--- src/rtl/otsu_pkg.sv ---
// -----------------------------------------------------------------------------
// otsu_pkg
//   Shared definitions for the Otsu threshold sweep controller: default
//   datapath widths, candidate count and the sweep FSM state encoding.
// -----------------------------------------------------------------------------
package otsu_pkg;

  localparam int IW_DEF    = 16;   // width of omega / sigma-squared inputs
  localparam int TW_DEF    = 8;    // width of the threshold candidate index
  localparam int NBINS_DEF = 256;  // number of candidates swept

  typedef enum logic [1:0] {
    ST_IDLE = 2'd0,
    ST_REQ  = 2'd1,
    ST_CMP  = 2'd2,
    ST_DONE = 2'd3
  } sweep_state_t;

endpackage : otsu_pkg

--- src/rtl/sigmaW_calc.sv ---
// -----------------------------------------------------------------------------
// sigmaW_calc
//   Within-class variance for one threshold candidate:
//     sigma_w = omega0*sigma0_sq + omega1*sigma1_sq
//   computed at full width (2*IW+1) so the sum of two maximal products never
//   overflows. Purely combinational.
//
// Ports
//   omega0, sigma0_sq  in  IW       class-0 weight and variance
//   omega1, sigma1_sq  in  IW       class-1 weight and variance
//   sigma_w            out 2*IW+1   weighted variance sum
// -----------------------------------------------------------------------------
module sigmaW_calc #(
  parameter int IW = 16
) (
  input  logic [IW-1:0]  omega0,
  input  logic [IW-1:0]  sigma0_sq,
  input  logic [IW-1:0]  omega1,
  input  logic [IW-1:0]  sigma1_sq,
  output logic [2*IW:0]  sigma_w
);

  logic [2*IW-1:0] prod0;
  logic [2*IW-1:0] prod1;

  // Operands widened before multiplying so the product is formed at 2*IW bits.
  assign prod0   = (2*IW)'(omega0) * (2*IW)'(sigma0_sq);
  assign prod1   = (2*IW)'(omega1) * (2*IW)'(sigma1_sq);
  assign sigma_w = {1'b0, prod0} + {1'b0, prod1};

endmodule : sigmaW_calc

--- src/rtl/otsu_sweep_ctrl.sv ---
// -----------------------------------------------------------------------------
// otsu_sweep_ctrl
//   Sweeps threshold candidates t = 0..NBINS-1. For each candidate it requests
//   class statistics (stat_req/stat_t), waits for stat_valid, registers the
//   four statistics, evaluates the within-class variance and keeps the
//   eligible candidate with the strictly smallest value (ties keep the lower t).
//
// Ports
//   clk, rst_n          clock (rising edge), async active-low reset
//   start               one-cycle sweep request, ignored while busy
//   busy                sweep in progress (REQ, CMP, DONE)
//   done                one-cycle pulse when the result is valid
//   stat_req, stat_t    statistics request for candidate stat_t
//   stat_valid          statistics inputs valid for stat_t
//   omega0, sigma0_sq,
//   omega1, sigma1_sq   class weights and variances (IW bits each)
//   best_t              candidate with minimum within-class variance
//   best_sigmaW         that minimum (2*IW+1 bits, all-ones if none found)
//   found               at least one eligible candidate seen
// -----------------------------------------------------------------------------
module otsu_sweep_ctrl
  import otsu_pkg::*;
#(
  parameter int IW    = IW_DEF,
  parameter int TW    = TW_DEF,
  parameter int NBINS = NBINS_DEF
) (
  input  logic          clk,
  input  logic          rst_n,
  input  logic          start,
  output logic          busy,
  output logic          done,
  output logic          stat_req,
  output logic [TW-1:0] stat_t,
  input  logic          stat_valid,
  input  logic [IW-1:0] omega0,
  input  logic [IW-1:0] sigma0_sq,
  input  logic [IW-1:0] omega1,
  input  logic [IW-1:0] sigma1_sq,
  output logic [TW-1:0] best_t,
  output logic [2*IW:0] best_sigmaW,
  output logic          found
);

  localparam logic [TW-1:0] T_LAST = TW'(NBINS - 1);
  localparam logic [2*IW:0] SW_MAX = '1;

  sweep_state_t    state, state_n;
  logic [TW-1:0]   t_q;
  logic [IW-1:0]   omega0_q, sigma0_sq_q, omega1_q, sigma1_sq_q;
  logic [2*IW:0]   sigma_w;
  logic            accept;
  logic            eligible;
  logic            better;

  // ---------------------------------------------------------------------------
  // Next-state logic
  // ---------------------------------------------------------------------------
  // NOTE: every signal written here gets a default first, so no path through
  // the case statement can leave it unassigned and infer a latch.
  always_comb begin
    state_n = state;
    unique case (state)
      ST_IDLE: if (start)      state_n = ST_REQ;
      ST_REQ:  if (stat_valid) state_n = ST_CMP;
      ST_CMP:  state_n = (t_q == T_LAST) ? ST_DONE : ST_REQ;
      ST_DONE: state_n = ST_IDLE;
      default: state_n = ST_IDLE;
    endcase
  end

  assign accept   = (state == ST_REQ) && stat_valid;
  assign eligible = (omega0_q != '0) && (omega1_q != '0);
  // Strict compare: an equal later candidate never displaces an earlier one.
  assign better   = eligible && (sigma_w < best_sigmaW);

  // ---------------------------------------------------------------------------
  // Control state and result registers
  // ---------------------------------------------------------------------------
  // NOTE: sequential state uses non-blocking assignments so every register
  // samples pre-edge values regardless of statement order.
  always_ff @(posedge clk or negedge rst_n) begin
    if (!rst_n) begin
      state       <= ST_IDLE;
      t_q         <= '0;
      best_t      <= '0;
      best_sigmaW <= SW_MAX;
      found       <= 1'b0;
    end else begin
      state <= state_n;
      if (state == ST_IDLE && start) begin
        t_q         <= '0;
        best_t      <= '0;
        best_sigmaW <= SW_MAX;
        found       <= 1'b0;
      end else if (state == ST_CMP) begin
        if (better) begin
          best_t      <= t_q;
          best_sigmaW <= sigma_w;
          found       <= 1'b1;
        end
        // Leaving CMP at the last candidate goes to DONE, so t never wraps.
        if (t_q != T_LAST) t_q <= t_q + 1'b1;
      end
    end
  end

  // ---------------------------------------------------------------------------
  // CMP-stage statistic registers
  // ---------------------------------------------------------------------------
  // NOTE: pure datapath registers carry no reset; they are only consumed in
  // CMP, which is always preceded by a load in REQ.
  always_ff @(posedge clk) begin
    if (accept) begin
      omega0_q    <= omega0;
      sigma0_sq_q <= sigma0_sq;
      omega1_q    <= omega1;
      sigma1_sq_q <= sigma1_sq;
    end
  end

  sigmaW_calc #(
    .IW (IW)
  ) u_sigmaW_calc (
    .omega0    (omega0_q),
    .sigma0_sq (sigma0_sq_q),
    .omega1    (omega1_q),
    .sigma1_sq (sigma1_sq_q),
    .sigma_w   (sigma_w)
  );

  // Outputs decode directly from registered state, so they are glitch-free
  // and take their reset values as soon as rst_n falls.
  assign busy     = (state != ST_IDLE);
  assign done     = (state == ST_DONE);
  assign stat_req = (state == ST_REQ);
  assign stat_t   = t_q;

endmodule : otsu_sweep_ctrl

--- config.mk ---
export PLATFORM = sky130hd
export DESIGN_NAME = otsu_sweep_ctrl
export DESIGN_NICKNAME = d
export VERILOG_FILES = /design/src/rtl/otsu_pkg.sv /design/src/rtl/sigmaW_calc.sv /design/src/rtl/otsu_sweep_ctrl.sv
export SDC_FILE = /design/constraint.sdc
export NUM_CORES = 1
export LEC_CHECK = 0
export ABC_CLOCK_PERIOD_IN_PS = 13000
export CAP_MARGIN = 10
export CELL_PAD_IN_SITES_DETAIL_PLACEMENT = 0
export CELL_PAD_IN_SITES_GLOBAL_PLACEMENT = 1
export CORE_MARGIN = 3
export CORE_UTILIZATION = 40
export CTS_BUF_LIST = sky130_fd_sc_hd__clkbuf_8
export DETAILED_ROUTE_END_ITERATION = 16
export PLACE_DENSITY_LB_ADDON = 0.1
export SYNTH_ARGS = -nofsm -noshare
export SYNTH_HDL_FRONTEND = slang
export SYNTH_SLANG_ARGS = --single-unit
--- constraint.sdc ---
create_clock -name clk -period 13 [get_ports clk]
set_input_delay 1.3 -clock clk [delete_from_list [all_inputs] [get_ports clk]]
set_output_delay 1.3 -clock clk [all_outputs]
set_load 0.005 [all_outputs]
==> results of run 1 <==
worst register-to-register path: cells and delay by family (launching register included):
kind	cells	cell delay (ns)
adder cells (fa/ha/maj)	10	4.57
buffers and inverters	5	0.28
XOR/XNOR	1	0.26
AO/OA/AOI/OAI	7	1.74
flip-flops	1	0.93
AND/OR/NAND/NOR	6	2.02
cell families (layout without fill, tap and decap cells):
logic type / after synthesis / count (layout)
flip-flops: 116 / 116
AND/OR/NAND/NOR: 685 / 685
XOR/XNOR: 29 / 29
multiplexers: 9 / 9
other: 0 / 1
AO/OA/AOI/OAI: 178 / 178
buffers and inverters: 638 / 712
adder cells (fa/ha/maj): 682 / 682
stage by stage:
| stage | cell area (µm²) | hold slack (ns) | std cells |
|---|---|---|---|
| after floorplan | 22600 | 0.4859 | 2337 |
| after global placement | 24460 | 0.5189 | 3127 |
| after detailed placement | 24460 | 0.5290 | 3127 |
| after CTS | 24840 | 0.5425 | 3159 |
| after global routing | 24840 | 0.5620 | 3160 |
| final | 24840 | 0.5359 | 3160 |
cells in the mapped netlist, types with 20 or more instances:
master | count | share of area
edfxtp_1 | 64 | 0.085
ha_1 | 234 | 0.13
nor2_1 | 54 | 0.0090
clkbuf_1 | 74 | 0.012
o21a_1 | 20 | 0.0066
nor3_1 | 22 | 0.0049
and2_1 | 284 | 0.079
inv_1 | 555 | 0.092
dfstp_2 | 33 | 0.038
o21ai_0 | 36 | 0.0080
nand2_1 | 257 | 0.043
fa_1 | 448 | 0.40
a21o_1 | 24 | 0.0080
a21oi_1 | 47 | 0.010
per-layer routing:
metal  share of wire  wire length [µm]
met5               0                 0
met4           0.012               760
met3           0.037              2282
met2            0.46             28260
met1            0.49             30200
final timing paths:
| check | end | depth (start not counted) | slack (ns) |
|---|---|---|---|
| worst max-delay path | best_t[0]$_DFFE_PN0P_ | 29 | 3.06 |
| worst min register to register | found$_DFFE_PN0P_ | 2 | 0.54 |
| worst max register to register | best_t[0]$_DFFE_PN0P_ | 29 | 3.06 |
| worst min-delay path | found$_DFFE_PN0P_ | 2 | 0.54 |
| min in group asynchronous | best_t[3]$_DFFE_PN0P_ | 2 | 0.87 |
| max in group asynchronous | best_t[0]$_DFFE_PN0P_ | 2 | 11.65 |
flip-flops by register name (all words and copies together) (netlist names):
signal and flops:
best_sigmaW 33, best_t 8, found 1, omega0_q 16
omega1_q 16, sigma0_sq_q 16, sigma1_sq_q 16, stat_t 8
state 2
area by class of cell:
cell class	instances	share of cell area
antenna	1	0.0001007
clock buffer	17	0.009419
timing repair buffer	125	0.04966
inverter	555	0.08387
clock inverter	15	0.005944
multi-input combinational	1583	0.6819
sequential	116	0.1314
tap	748	0.03768
==> summary.txt, run 1 <==
Route
  • Residual DRC count: 0
  • Final WL: 61,510 µm
  • Routed Antenna Nets: 0
  • Vias per cell: 4.889
  • Via Count: 15,450
  • Initial DRT Pass Iterations: 5
  • DR iter-0 viols: 688
  • Wire length per cell: 19.46 µm

Floorplan
  • Total die area: 0.05939 mm²
  • Die H: 243.7 µm
  • # IOs: 121
  • Core area: 0.05552 mm²
  • Width of the die: 243.7 µm
  • Num rows: 86
  • Initial core utilization: 0.4071

Yosys
  • Net Count, Synth: 3,087
  • Post-synthesis cell type count: 58
  • Compound-Gate Fraction of Synth Area: 0.05259
  • Post-synthesis mux area share: 0.004373
  • Adder-Cell Fraction of Synth Area: 0.5263
  • FF+latch count, synth: 116
  • Async set-reset flop share out of synthesis: 0.4483
  • Post-Synth Simple-Gate Area: 0.1544
  • Register area share after synthesis: 0.1444
  • Xor/xnor share of the synthesized area: 0.01124
  • YS warnings: 0
  • Avg Inst Size Synth: 9.672 µm²
  • Mapped Cells: 2,337
  • Main synth FF type: edfxtp_1
  • EDFF count, synth: 64
  • Post-Syn Area: 0.02260 mm²
  • Largest family of logic cells by synthesized area: adder cells

Clock network
  • Post-CTS sizing: 0
  • Setup Buffers After CTS: 0
  • Clk sinks: 116
  • Clock insertion delay at the later pin of the skew report: 0.56 ns
  • CTS Hold Bufs: 0
  • Root Driver: clkbuf_8
  • CTS tree: done
  • Clock Pin Slew Worst Setup and Hold Paths: 0.10 ns
  • Max H-tree Level: 4
  • CTS Buf Count: 17
  • Deepest clock path buffer count: 2

GRT
  • Largest net degree at the start of global routing: 53
  • M3 GR Usage: 0.03797
  • Vias in the first global route: 17,370
  • GR Util All Layers: 0.2206
  • Total grt overflow: 0
  • M2 GR Usage: 0.3471
  • First-pass GRT wire length: 100,900 µm
  • Initial antenna violation count: 2
  • Grt met1 use: 0.3233
  • Busiest grt layer: met2

Layout
  • Area Growth Syn to Fin: 9.898%
  • Commonest non-fill, non-tap cell in the layout: inv_1
  • Layout cells sized above 1: 0.03940
  • Filler Cells Inserted: 5,483
  • Utilization after layout: 0.4474
  • Final nets: 3,148
  • FF+latch area: 0.003264 mm²
  • Commonest cells after routing, fill and taps aside: 555 x inv_1, 448 x fa_1, 283 x and2_1, 257 x nand2_1, 234 x ha_1
  • Multi-input gate area: 0.01694 mm²

Placement
  • Pre-CTS setup slack: 3.080 ns
  • Post-DP HPWL: 50,160 µm
  • Placer Congestion: 0.8310
  • Port Buf Inserts: 120

Critical path
  • Setup crit end kind: flip-flop
  • Startpoint Class: flip-flop
  • Crit path from: omega0_q[12]$_DFFE_PP_
  • Critical path buffers and inverters: 5
  • CP required: 13.39 ns
  • Worst path slowest cell: edfxtp_1
  • Worst EP arrival: 10.33 ns
  • Most common cell on crit path: fa_1
  • Crit-path max FO: 33
  • Critical path type: reg2reg
  • Reg2Reg Launch Point: omega0_q[12]$_DFFE_PP_
  • Delay-heaviest family, CP: adder cells
  • Max stage delay on crit path: 0.93 ns

Timing
  • Sum Neg Setup Slack: 0 ns
  • Final setup viols: 0
  • Worst Setup Slack, final: 3.064 ns
  • Pins Over Slew Limit: 0
  • Worst Tran Pin Value: 1.208 ns
  • Hold Vio Cnt, Final: 0
  • Relative slew slack: 0.1925
  • Clock skew: 0.02856 ns
  • RSZ-0062 raised after global routing: false
  • F_max: 0.1006 GHz
  • Period minus WS final: 9.936 ns
  • Final worst path period share: 0.7643

Flow run
  • Max Cap Viol: 0

Worst hold path
  • Hold Startpoint: found$_DFFE_PN0P_
  • Hold crit path type: reg2reg

Run status
  • Status: finished, final reports clean
Power of run 1 is left out: the tool's default activity adds up to more than one toggle a clock period on the data nets, which glitch-free logic cannot reach.
==> run 2: changes to the inputs <==
Settings changed: ABC_CLOCK_PERIOD_IN_PS 13000 to 10300.
Clock period 13 ns to 10.3 ns, I/O delays scaled along.
==> summary.txt, run 2 (synthesis gave the netlist of run 1 again) <==
Route
  • Wire length per cell: 19.31 µm
  • Initial DRT Pass Iterations: 5
  • Vias per cell: 4.943
  • DR iter-0 viols: 738
  • Final WL: 61,170 µm
  • Residual DRC count: 0
  • Routed Antenna Nets: 0
  • Via Count: 15,660

Critical path
  • CP required: 10.77 ns
  • Reg2Reg Launch Point: omega0_q[13]$_DFFE_PP_
  • Crit path from: omega0_q[13]$_DFFE_PP_
  • Startpoint Class: flip-flop
  • Critical path type: reg2reg
  • R2R cell count: 27
  • Worst EP arrival: 10.13 ns
  • Crit-path max FO: 37
  • Setup crit end kind: flip-flop

Worst hold path
  • Worst Hold Depth: 2
  • Hold crit path type: reg2reg
  • Hold Startpoint: found$_DFFE_PN0P_

GRT
  • Largest net degree at the start of global routing: 53
  • GR Util All Layers: 0.2183
  • First-pass GRT wire length: 99,640 µm
  • Vias in the first global route: 17,160
  • Initial antenna violation count: 1
  • Total grt overflow: 0

Clock network
  • Clock insertion delay at the later pin of the skew report: 0.57 ns
  • CTS Hold Bufs: 0
  • Deepest clock path buffer count: 2
  • Max H-tree Level: 4
  • CTS Buf Count: 17
  • Root Driver: clkbuf_8
  • Clk sinks: 116
  • Post-CTS sizing: 0
  • Clock Pin Slew Worst Setup and Hold Paths: 0.11 ns
  • CTS tree: done
  • Setup Buffers After CTS: 0

Timing
  • Clock skew: 0.02352 ns
  • Worst hold slack: 0.5134 ns
  • Period minus WS final: 9.668 ns
  • RSZ-0062 raised after global routing: false
  • F_max: 0.1034 GHz
  • Final worst path period share: 0.9386
  • Final setup viols: 0
  • Sum Neg Setup Slack: 0 ns
  • Hold Vio Cnt, Final: 0
  • Worst Tran Pin Value: 0.8997 ns
  • Pins Over Slew Limit: 0
  • Relative slew slack: 0.4002

Layout
  • Commonest cells after routing, fill and taps aside: 555 x inv_1, 448 x fa_1, 283 x and2_1, 257 x nand2_1, 234 x ha_1
  • Layout cells sized above 1: 0.04218
  • Final nets: 3,155
  • Commonest non-fill, non-tap cell in the layout: inv_1
  • Largest register FFs: 33
  • Biggest register: best_sigmaW
  • Area Growth Syn to Fin: 10.29%

Placement
  • Post-DP HPWL: 50,270 µm
  • Port Buf Inserts: 120
  • Placer Congestion: 0.7979

Floorplan
  • # IOs: 121
  • Core area: 0.05552 mm²
  • Num rows: 86
  • Die H: 243.7 µm
  • Initial core utilization: 0.4071
  • Width of the die: 243.7 µm
  • Total die area: 0.05939 mm²

Run status
  • Status: finished, final reports clean

Flow run
  • Max Cap Viol: 0
-- run 2: cell count changes in the layout (fill, tap and decap cells not counted), sizes merged --
cell,change
buf,+7
clkinv,+4
clkinvlp,-1
diode,+1
inv,-3
-- run 2: metrics by stage --
step	util	instances	area, µm²	setup WS (ns)
CTS	0.4489	3166	24920	0.5686
global route	0.4490	3168	24930	0.04099
finish	0.4490	3168	24930	0.6323
floorplan	-	2337	22600	1.961
global placement	0.4414	3134	24510	0.6852
detailed placement	0.4414	3134	24510	0.6595
-- run 2: cell type report --
| type | instances | area, µm² |
|---|---|---|
| clock inverters | 15 | 181.4 |
| clock buffers | 17 | 234.0 |
| inverters | 555 | 2083 |
| well taps | 748 | 935.9 |
| repair buffers | 132 | 1286 |
| flip-flops and latches | 116 | 3264 |
| diodes | 2 | 5.005 |
| fillers | 5419 | 30590 |
| multi-input cells | 1583 | 16940 |
-- run 2: per-layer routing --
metal	up-vias	share of wire	global-route usage
met3	37	0.031	0.02862
met1	8194	0.49	0.3192
met2	230	0.47	0.3493
met5	-	0	0
met4	0	0.013	0.04403
li1	7198	-	-
-- run 2: worst max-delay path, cell delays in order (launching register included) --
cell       delay [ns]
edfxtp_1         0.89
nand2_1          0.18
fa_1             0.57
inv_1            0.05
fa_1             0.47
inv_1            0.05
fa_1             0.48
fa_1             0.55
inv_1            0.05
fa_1             0.48
fa_1             0.51
fa_1             0.58
fa_1             0.47
ha_1             0.42
and4_1           0.30
o2111ai_2        0.24
a31oi_1          0.47
o2111ai_1        0.21
a21boi_0         0.26
nor2_1           0.08
ha_1             0.30
a21o_1           0.16
a21o_1           0.17
a21o_1           0.18
a2111oi_2        0.38
and2_1           0.33
nand2_4          0.32
mux2_2           0.38
-- run 2: final timing paths --
check,to,slack [ns]
min,found$_DFFE_PN0P_,0.51
min in group asynchronous,best_t[5]$_DFFE_PN0P_,0.57
max,best_t[3]$_DFFE_PN0P_,0.63
max in group asynchronous,state[0]$_DFFE_PN0P_,9.25
min reg2reg,found$_DFFE_PN0P_,0.51
max reg2reg,best_t[3]$_DFFE_PN0P_,0.63
Power of run 2 is left out for the same reason.
==> run 3: changes to the inputs <==
Settings changed: GPL_ROUTABILITY_DRIVEN set to 0.
==> results of run 3 <==
No change in the layout: final DEF, timing and power equal those of run 2.
Power of run 3 is left out for the same reason.
